===== config.mk =====
export PLATFORM = sky130hd
export DESIGN_NAME = stage_skid_reg
export DESIGN_NICKNAME = d
export VERILOG_FILES = /design/src/rtl/ysyx_23060251_pipe_pkg.sv /design/src/rtl/stall_counter.sv /design/src/rtl/stage_skid_reg.sv
export SDC_FILE = /design/constraint.sdc
export NUM_CORES = 1
export LEC_CHECK = 0
export ABC_AREA = 1
export CELL_PAD_IN_SITES_DETAIL_PLACEMENT = 0
export CELL_PAD_IN_SITES_GLOBAL_PLACEMENT = 2
export CORE_MARGIN = 2
export CORE_UTILIZATION = 31
export DETAILED_ROUTE_END_ITERATION = 16
export GPL_ROUTABILITY_DRIVEN = 0
export PLACE_DENSITY_LB_ADDON = 0.1
export SYNTH_ARGS = -nofsm -noshare
export SYNTH_HDL_FRONTEND = slang
export SYNTH_SLANG_ARGS = --single-unit

===== constraint.sdc =====
create_clock -name clk_i -period 4.42 [get_ports clk_i]
set_input_delay 0.884 -clock clk_i [delete_from_list [all_inputs] [get_ports clk_i]]
set_output_delay 0.884 -clock clk_i [all_outputs]
set_load 0.03 [all_outputs]

===== src/rtl/ysyx_23060251_pipe_pkg.sv =====
// rtl/ysyx_23060251_pipe_pkg.sv - shared pipeline-stage types and constants
package ysyx_23060251_pipe_pkg;

  typedef enum logic [1:0] {
    ST_EMPTY = 2'd0,
    ST_ONE   = 2'd1,
    ST_FULL  = 2'd2
  } stage_state_e;

  localparam logic [31:0] NOP_INST = 32'h0000_0013;

  // addi x0,x0,0 in the low word so an empty stage decodes as a NOP
  localparam logic [63:0] BUBBLE_DEFAULT = {32'h0000_0000, NOP_INST};

endpackage


===== src/rtl/stall_counter.sv =====
// rtl/stall_counter.sv - saturating cycle counter with synchronous clear
module stall_counter #(
  parameter int unsigned W = 16
) (
  input  logic         clk_i,
  input  logic         rst_i,
  input  logic         inc_i,
  input  logic         clr_i,
  output logic [W-1:0] cnt_o
);

  logic [W-1:0] cnt_q;
  logic [W-1:0] cnt_d;

  always_comb begin
    cnt_d = cnt_q;
    if (clr_i) begin
      cnt_d = '0;
    end else if (inc_i && (cnt_q != {W{1'b1}})) begin
      cnt_d = cnt_q + W'(1);
    end
  end

  always_ff @(posedge clk_i or negedge rst_i) begin
    if (!rst_i) begin
      cnt_q <= '0;
    end else begin
      cnt_q <= cnt_d;
    end
  end

  assign cnt_o = cnt_q;

endmodule


===== src/rtl/stage_skid_reg.sv =====
// rtl/stage_skid_reg.sv - pipeline stage register with two-entry skid buffer
// Optional flush port enabled by YSYX_23060251_STAGE_FLUSH_EN.
module stage_skid_reg
  import ysyx_23060251_pipe_pkg::*;
#(
  parameter int unsigned       DATA_W = 64,
  parameter logic [DATA_W-1:0] BUBBLE = DATA_W'(BUBBLE_DEFAULT),
  parameter int unsigned       CNT_W  = 16
) (
  input  logic              clk_i,
  input  logic              rst_i,
  input  logic              in_valid_i,
  input  logic [DATA_W-1:0] in_data_i,
  output logic              in_ready_o,
  output logic              out_valid_o,
  output logic [DATA_W-1:0] out_data_o,
  input  logic              out_ready_i,
`ifdef YSYX_23060251_STAGE_FLUSH_EN
  input  logic              flush_i,
`endif
  output logic [CNT_W-1:0]  stall_cnt_o
);

  stage_state_e      state_q, state_d;
  logic              rdy_q, rdy_d;
  logic [DATA_W-1:0] main_data_q, main_data_d;
  logic [DATA_W-1:0] skid_data_q, skid_data_d;
  logic              push;
  logic              pop;
  logic              stall_clr;

  assign out_valid_o = (state_q != ST_EMPTY);
  assign in_ready_o  = rdy_q;
  assign out_data_o  = out_valid_o ? main_data_q : BUBBLE;

  assign push = in_valid_i & rdy_q;
  assign pop  = out_valid_o & out_ready_i;

`ifdef YSYX_23060251_STAGE_FLUSH_EN
  assign stall_clr = flush_i;
`else
  assign stall_clr = 1'b0;
`endif

  always_comb begin
    state_d     = state_q;
    main_data_d = main_data_q;
    skid_data_d = skid_data_q;
    case (state_q)
      ST_EMPTY: begin
        if (push) begin
          state_d     = ST_ONE;
          main_data_d = in_data_i;
        end
      end
      ST_ONE: begin
        if (push && pop) begin
          main_data_d = in_data_i;
        end else if (push) begin
          state_d     = ST_FULL;
          skid_data_d = in_data_i;
        end else if (pop) begin
          state_d = ST_EMPTY;
        end
      end
      ST_FULL: begin
        // rdy_q is low here, so the only event is draining the skid entry
        if (pop) begin
          state_d     = ST_ONE;
          main_data_d = skid_data_q;
        end
      end
      default: state_d = ST_EMPTY;
    endcase
`ifdef YSYX_23060251_STAGE_FLUSH_EN
    if (flush_i) begin
      state_d = ST_EMPTY;
    end
`endif
    rdy_d = (state_d != ST_FULL);
  end

  always_ff @(posedge clk_i or negedge rst_i) begin
    if (!rst_i) begin
      state_q <= ST_EMPTY;
      rdy_q   <= 1'b1;
    end else begin
      state_q <= state_d;
      rdy_q   <= rdy_d;
    end
  end

  // Payload registers carry no reset; the valid state qualifies them.
  always_ff @(posedge clk_i) begin
    main_data_q <= main_data_d;
    skid_data_q <= skid_data_d;
  end

  stall_counter #(
    .W(CNT_W)
  ) u_stall_counter (
    .clk_i (clk_i),
    .rst_i (rst_i),
    .inc_i (out_valid_o & ~out_ready_i),
    .clr_i (stall_clr),
    .cnt_o (stall_cnt_o)
  );

endmodule


Word level (Yosys, flattened, before mapping)
Index checks and enable logic that the tools add are counted.
{"block": "op_classes", "n_addsub": 1, "n_eq_ne": 7, "n_reduce_logical": 7, "bitwise_logic": 5, "muxes": 11}
{"operator": "$mux 64", "count": 4}
{"operator": "$pmux 64 s3", "count": 1}
{"operator": "$add 16x1->16 const B", "count": 1}
{"operator": "$ne 16x16->1 const B", "count": 1}
{"operator": "$mux 2", "count": 5}
{"operator": "$ne 2x2->1 const B", "count": 4}
{"operator": "$pmux 2 s3", "count": 1}
{"operator": "$reduce_and 4->1", "count": 1}
{"operator": "$and 1x1->1", "count": 3}
{"operator": "$reduce_and 3->1", "count": 1}
{"operator": "$reduce_bool 3->1", "count": 1}
{"operator": "$eq 2x1->1 const B", "count": 1}
{"operator": "$eq 2x2->1 const B", "count": 1}
{"operator": "$logic_and 1x1->1", "count": 2}
{"operator": "$logic_not 2->1", "count": 1}
{"operator": "$not 1->1", "count": 2}
{"operator": "$reduce_bool 2->1", "count": 1}
{"block": "totals", "ff_bits": 147}

Logic depth before layout (Yosys ltp)
Gate-level depths: netlist of run 1.
{"block": "logic_depth", "depth_word": 7, "depth_mapped": 9, "mapped_depth_nobuf": 9}

By module
From an unflattened synthesis of run 1, not the netlist that was laid out.
{"block": "hier_totals", "hier_cells": 640, "area_unflattened_um2": 6471.2}
{"mod": "stage_skid_reg", "cells_per_inst": 496, "area_each_um2": 5434.0, "n_inst": 1, "seq_area_each_um2": 3920.0}
{"mod": "stall_counter", "cells_per_inst": 144, "area_each_um2": 1037.2, "n_inst": 1, "seq_area_each_um2": 400.4}

Least setup slack after synthesis of run 1
Ideal clock, no wire load.
{"block": "synth_path", "path_kind": "in2reg", "from": "input in_valid_i", "to": "register skid_data_q[0] (enable)", "slack_ns": 0.248, "stages": 2, "t_arrival_ns": 3.686, "path_buffers": 0, "cell_sequence": "nand4_1 -> nor2_1"}
{"block": "synth_between", "elab_chain_len": 4}
{"item": "from (decl)", "line_no": "stage_skid_reg.sv:12", "rtl": "input logic in_valid_i,"}
{"item": "$and 1x1->1 (*)", "line_no": "stage_skid_reg.sv:36", "rtl": "assign push = in_valid_i & rdy_q;"}
{"item": "$logic_and 1x1->1", "line_no": "stage_skid_reg.sv:57", "rtl": "if (push && pop) begin"}
{"item": "$not 1->1 (no line)"}
{"item": "$reduce_and 3->1 (no line) (*)"}
{"item": "to (signal assigned)", "line_no": "stage_skid_reg.sv:96", "rtl": "skid_data_q <= skid_data_d;"}
{"item": "to (decl)", "line_no": "stage_skid_reg.sv:27", "rtl": "logic [DATA_W-1:0] skid_data_q, skid_data_d;"}
Every way passes the cells marked *; elsewhere a longest branch is shown, timed or not.
A chain may end at the register's enable or synchronous reset.

Final worst setup path of run 1
{"block": "layout_path", "from": "register state_q[0]", "to": "output out_data_o[62]"}
{"block": "layout_between", "elab_chain_len": 2}
{"item": "from (decl)", "line_no": "stage_skid_reg.sv:24", "rtl": "stage_state_e state_q, state_d;"}
{"item": "from (signal assigned)", "line_no": "stage_skid_reg.sv:88", "rtl": "state_q <= state_d;"}
{"item": "$reduce_bool 2->1", "line_no": "stage_skid_reg.sv:32", "rtl": "assign out_valid_o = (state_q != ST_EMPTY);"}
{"item": "$mux 64", "line_no": "stage_skid_reg.sv:34", "rtl": "assign out_data_o = out_valid_o ? main_data_q : BUBBLE;"}
{"item": "to (decl)", "line_no": "stage_skid_reg.sv:16", "rtl": "output logic [DATA_W-1:0] out_data_o,"}
Every way passes these cells.

==> flow_summary.yaml, run 1 <==
place:
  place_inst: 1034
  port_buffers: 149
  hpwl_um: 9270
detailed_routing:
  drt-vias-per-instance: 4.19
  drt-initial-drc-count: 277
  drt_wl_total_um: 14700
  drtAntennaViolNets: 0
  firstDrtPassIters: 4
  route.detailed.drc: 0
  post_drt_wl_per_cell_um: 13.8
  vias: 4466
timing:
  rsz0062_at_grt: "false"
  slew_headroom_pct: 37.1
  finalCritPeriodShare_pct: 78.5
  fmax_mhz: 288
  skew_ns: 0.00933
  hold_violations: 0
  setup_tns_ns: 0
  post-route-min-period_ns: 3.47
  setup_viol_count_final: 0
  drv_slew: 0
  hold_ws_ns: 0.516
  tightest_slew_ns: 0.940
die:
  die_h_um: 146
  core-area_um2: 20100
  dieWidth_um: 146
  io_pins: 150
  die_area_um2: 21500
  initial_core_util_pct: 31.3
  num_rows: 52
logic_synthesis:
  synth_enable_flop_cells: 128
  synth_ff_type: "edfxtp_1"
  synth-seq-cells: 147
  synth_commonest_cells: "258 x nand2_1, 128 x edfxtp_1, 82 x nor2_1, 75 x inv_1, 18 x dfrtp_1"
  yosys.cell_types.count: 25
  syn-num-nets: 700
  yosysWarnings: 0
  postSynthCellCount: 631
  synth.most_common_cell: "nand2_1"
  synthTopCellsByArea: "edfxtp_1 61%, nand2_1 15%, dfrtp_1 7.2%"
  netlist_area_um2: 6290
  yosysSeqAreaShare_pct: 68.7
  avgSynthCellArea_um2: 9.97
  ys_async_sr_fraction_pct: 12.9
  synth_top_area_share_pct: 61.1
  synth_top_cell_by_area: "edfxtp_1"
clock_tree:
  cts_setup_buffers: 0
  cts_root_buf: "clkbuf_16"
  worstSkewPairLatency_ns: 0.42
  cts-buffers-inserted: 17
  cts_max_path_buffers: 2
  cts.repair.resized: 0
  cts_max_level: 4
  cts_tree: "built"
  clk_pin_slew_worst_paths_ns: 0.06
  cts_hold_buf: 0
  clock_sinks: 147
min_path:
  hold_depth: 2
  hold_path.class: "register to register"
  hold_end: "main_data_q[24]"
  worst_hold_startpoint: "skid_data_q[24]"
layout:
  nNetsFinal: 852
  diodes: 0
  fillers: 1941
  fin_cells: 1066
  syn2layout_area_growth_pct: 37.5
  drive_above_1_share_pct: 6.78
run_status:
  run_status: "finished, final reports clean"
global_routing:
  grt_start_max_net_pins: 65
  grt_pass1_wl_um: 24200
  grt_overflow: 0
  grt_pass1_vias: 4632
  antenna_found_initial: 0
  grt_util_all_layers_pct: 14.4
worst_setup_path:
  worstPathRequired_ns: 3.54
  r2r_setup_slack_ns: 1.49
  worst_setup_path_start_kind: "register"
  crit_path_top_delay_cell: "nor2_4"
  crit_path_max_fanout: 31
  max_stage_delay_ns: 0.65
  cp-end-kind: "output port"
  r2r-end: "main_data_q[50]"
  r2r-start: "state_q[0]"
  crit_chain: "nor2_4 > buf_4 > nor2_1 > clkdlybuf4s50_1"
  worst_r2r_path_depth: 5
  crit_type: "register to output port"
  arrival_ns: 2.58
pwr:
  ir_drop_v: 0.000331
  p_per_area_nw_per_um2: 611
  leakagePower_uw: 0.00359
  p_total_uw: 5290
run:
  maxCapViolCount: 0
## per-layer routing
| metal | up-vias | routed length [um] | track usage (%) |
|---|---|---|---|
| li1 | 2282 | - | - |
| met1 | 2054 | 6940 | 19.0 |
| met2 | 117 | 6760 | 23.2 |
| met3 | 13 | 815 | 4.38 |
| met4 | 0 | 153 | 3.83 |
| met5 | - | 0 | 0 |
## how the worst max path moves through the flow
stage | endpoint | slack, ns | startpoint
floorplan | skid_data_q[0] | 0.25 | in_valid_i
global placement | out_data_o[57] | 1.40 | state_q[0]
detailed placement | out_data_o[54] | 1.34 | state_q[0]
CTS | out_data_o[54] | 0.87 | state_q[0]
global route | out_data_o[54] | 0.77 | state_q[0]
finish | out_data_o[62] | 0.95 | state_q[0]
## power breakdown
group          switching, uW  internal (uW)
registers               96.4           1860
clock network            568            825
logic                   1240            691
total                   1910           3380
## layout make-up
class,instances,area [um^2],area share [%]
Sequential cell,147,4320,49.9
Multi-Input combinational cell,381,1590,18.3
Tap cell,270,338,3.90
Clock inverter,14,139,1.60
Inverter,81,304,3.51
Clock buffer,18,429,4.96
Timing Repair Buffer,155,1540,17.8
## through the flow
stage	instance area [um^2]	setup WS, ns	utilization, %
after floorplan	6290	0.248	-
after global placement	8090	1.40	40.2
after detailed placement	8090	1.34	40.2
after CTS	8650	0.867	43.0
after global routing	8650	0.771	43.0
final	8650	0.952	43.0
## registers in the layout, summed over array words and instances (netlist names)
register	flops
u_stall_counter.cnt_o	16
main_data_q	64
skid_data_q	64
in_ready_o	1
state_q	2
## critical path: cells and delay by family (launching register included)
| family | cells | cell delay [ns] |
|---|---|---|
| flip-flops | 1 | 0.46 |
| buffers and inverters | 2 | 0.98 |
| AND/OR/NAND/NOR | 2 | 0.71 |
## kinds of logic (layout without fill, tap and decap cells)
kind of cell,Yosys count,count (layout),share of synthesized area (%)
adders and majority gates,1,1,0.199
and+or+nand+nor,366,366,23.0
xor gates and xnor gates,8,8,1.11
AOI/OAI and AO/OA,6,6,0.477
buffers and inverters,103,268,6.52
DFF,147,147,68.7
## layout by cell type (no fill, tap or decap), types with 3 or more instances in the layout
cell type        synthesis  routed
inv_1                   75      75
inv_2                    6       6
or2_2                    3       3
edfxtp_1               128     128
clkbuf_16                0      17
nand3_1                  8       8
o21ai_1                  3       3
clkdlybuf4s50_1          0     149
nand2_1                258     258
dfrtp_1                 18      18
xnor2_1                  8       8
nand4_1                  8       8
clkinvlp_4               0       7
nor2_1                  82      79
nor2_4                   1       4
buf_4                    0       6
(Power assumes the default switching activity.)
==> inputs of run 2 (changes only) <==
--- a/config.mk
+++ b/config.mk
@@ -9,7 +9,7 @@
 export CELL_PAD_IN_SITES_DETAIL_PLACEMENT = 0
 export CELL_PAD_IN_SITES_GLOBAL_PLACEMENT = 2
 export CORE_MARGIN = 2
-export CORE_UTILIZATION = 31
+export CORE_UTILIZATION = 28
 export DETAILED_ROUTE_END_ITERATION = 16
 export GPL_ROUTABILITY_DRIVEN = 0
 export PLACE_DENSITY_LB_ADDON = 0.1
==> constraint.sdc (replaced) <==
create_clock -name clk_i -period 2.8 [get_ports clk_i]
set_input_delay 0.56 -clock clk_i [delete_from_list [all_inputs] [get_ports clk_i]]
set_output_delay 0.56 -clock clk_i [all_outputs]
set_load 0.03 [all_outputs]
==> run 2 against run 1 <==
Against the previous run: hold slack worse by 0.021 ns; design area up 2.1%; sequential power up 58%; clock-buffer cell count up 1; sequential cell count unchanged; largest cell class unchanged; highest routed layer unchanged.
==> flow_summary.yaml, run 2 (synthesis gave the netlist of run 1 again) <==
place:
  hpwl_um: 10200
  dpl_cell_area_um2: 8200
  place_inst: 1050
  port_buffers: 149
worst_setup_path:
  crit_path_max_fanout: 38
  worst_setup_path_start_kind: "register"
  cp-end-kind: "output port"
  crit_type: "register to output port"
  arrival_ns: 2.14
  worst_r2r_path_depth: 6
  worstPathRequired_ns: 2.24
clock_tree:
  clk_pin_slew_worst_paths_ns: 0.06
  cts_hold_buf: 0
  cts_tree: "built"
  cts-buffers-inserted: 17
  cts_max_path_buffers: 2
  cts_max_level: 4
  cts_root_buf: "clkbuf_16"
  worstSkewPairLatency_ns: 0.41
  clock_sinks: 147
pwr:
  p_switching_uw: 3030
  p_clk_share_pct: 27.5
  p_sw_share_pct: 35.1
  power_frac_seq_pct: 35.7
  leakagePower_uw: 0.00381
  p_comb_share_pct: 36.8
  p_int_uw: 5610
  ir_drop_v: 0.000468
  p_per_area_nw_per_um2: 978
detailed_routing:
  drt_wl_total_um: 15500
  drtAntennaViolNets: 0
  vias: 4492
  post_drt_wl_per_cell_um: 14.3
  drt-initial-drc-count: 255
  firstDrtPassIters: 4
  route.detailed.drc: 0
  drt-vias-per-instance: 4.15
global_routing:
  grt_pass1_wl_um: 24700
  grt_overflow: 0
  antenna_found_initial: 0
  grt_start_max_net_pins: 65
  grt_pass1_vias: 4561
  grt_util_all_layers_pct: 13.5
layout:
  diodes: 0
  nNetsFinal: 858
  stdcell_area_um2: 8840
  fillers: 2126
  drive_above_1_share_pct: 7.73
  utilization_pct: 40.2
  layout_commonest_cell: "nand2_1"
  syn2layout_area_growth_pct: 40.4
  layout_common_cells: "258 x nand2_1, 138 x clkdlybuf4s50_1, 128 x edfxtp_1"
  fin_cells: 1082
timing:
  skew_ns: 0.00602
  rsz0062_at_grt: "false"
  hold_violations: 0
  post-route-min-period_ns: 2.70
  finalCritPeriodShare_pct: 96.3
  setup_tns_ns: 0
  drv_slew: 0
  tightest_slew_ns: 0.734
  setup_viol_count_final: 0
  fmax_mhz: 371
  slew_headroom_pct: 51.0
die:
  die_area_um2: 23700
  dieWidth_um: 154
  num_rows: 54
  die_h_um: 154
  initial_core_util_pct: 28.7
  core-area_um2: 22000
  io_pins: 150
run:
  maxCapViolCount: 0
min_path:
  hold_path.class: "primary input to async pin"
run_status:
  run_status: "finished, final reports clean"
[run 2: cell count changes in the layout (fill, tap and decap cells not counted), moves of 2 or more]
cell	before	now
dlymetal6s2s_1	0	9
inv_6	1	3
clkdlybuf4s50_1	149	138
buf_4	6	9
bufinv_16	2	4
clkinvlp_4	7	1
buf_12	0	5
[run 2: per-stage QoR]
stage          power (uW)  hold slack [ns]  setup slack (ns)
4_1_cts              8800            0.480            0.0506
6_report             8640            0.495             0.104
3_3_place_gp         6360            0.502             0.454
5_1_grt              9110            0.516          0.000718
3_5_place_dp         6380            0.504             0.421
2_1_floorplan        4920            0.264             0.606
[run 2: final cells by class]
cell class,count,area (um^2),share of cell area (%)
flip-flops and latches,147,4320,48.9
inverters,81,304,3.44
clock inverters,13,181,2.05
clock buffers,19,433,4.90
repair buffers,161,1660,18.8
multi-input cells,381,1590,18.0
well taps,280,350,3.96
[run 2: power groups by stage]
stage / Clock (uW) / Sequential (uW) / Combinational, uW
finish: 2370 / 3090 / 3180
global route: 2540 / 3130 / 3430
CTS: 2450 / 3090 / 3250
detailed placement: 0 / 3130 / 3240
global placement: 0 / 3130 / 3230
floorplan: 0 / 3160 / 1760
[run 2: what timing repair did]
item | in CTS | in global routing
setup buffers | 0 | 0
resized for setup | 0 | 9
endpoints found under the setup margin | 0 | 9
[run 2: critical path, cell delays in order (launching register included)]
cell and delay (ns):
dfrtp_1 0.46, nor2_4 0.17, buf_12 0.23, buf_4 0.21, nor2_1 0.05, clkdlybuf4s50_1 0.58
[run 2: path summary, 6_finish.rpt]
path	start	end	slack, ns
max	state_q[0]	out_data_o[25]	0.10
min	rst_i	u_stall_counter.cnt_o[0]	0.49
max reg2reg	state_q[1]	main_data_q[1]	0.91
min reg2reg	skid_data_q[4]	main_data_q[4]	0.51
max in group asynchronous	rst_i	in_ready_o	2.03
min in group clk_i	skid_data_q[4]	main_data_q[4]	0.51
[run 2: routing by layer]
metal	vias up	part of all wire (%)	global-route usage (%)
met2	99	45	21.4
met4	0	1.5	4.14
li1	2304	-	-
met1	2077	50	18.4
met5	-	0	0
met3	12	3.5	3.30
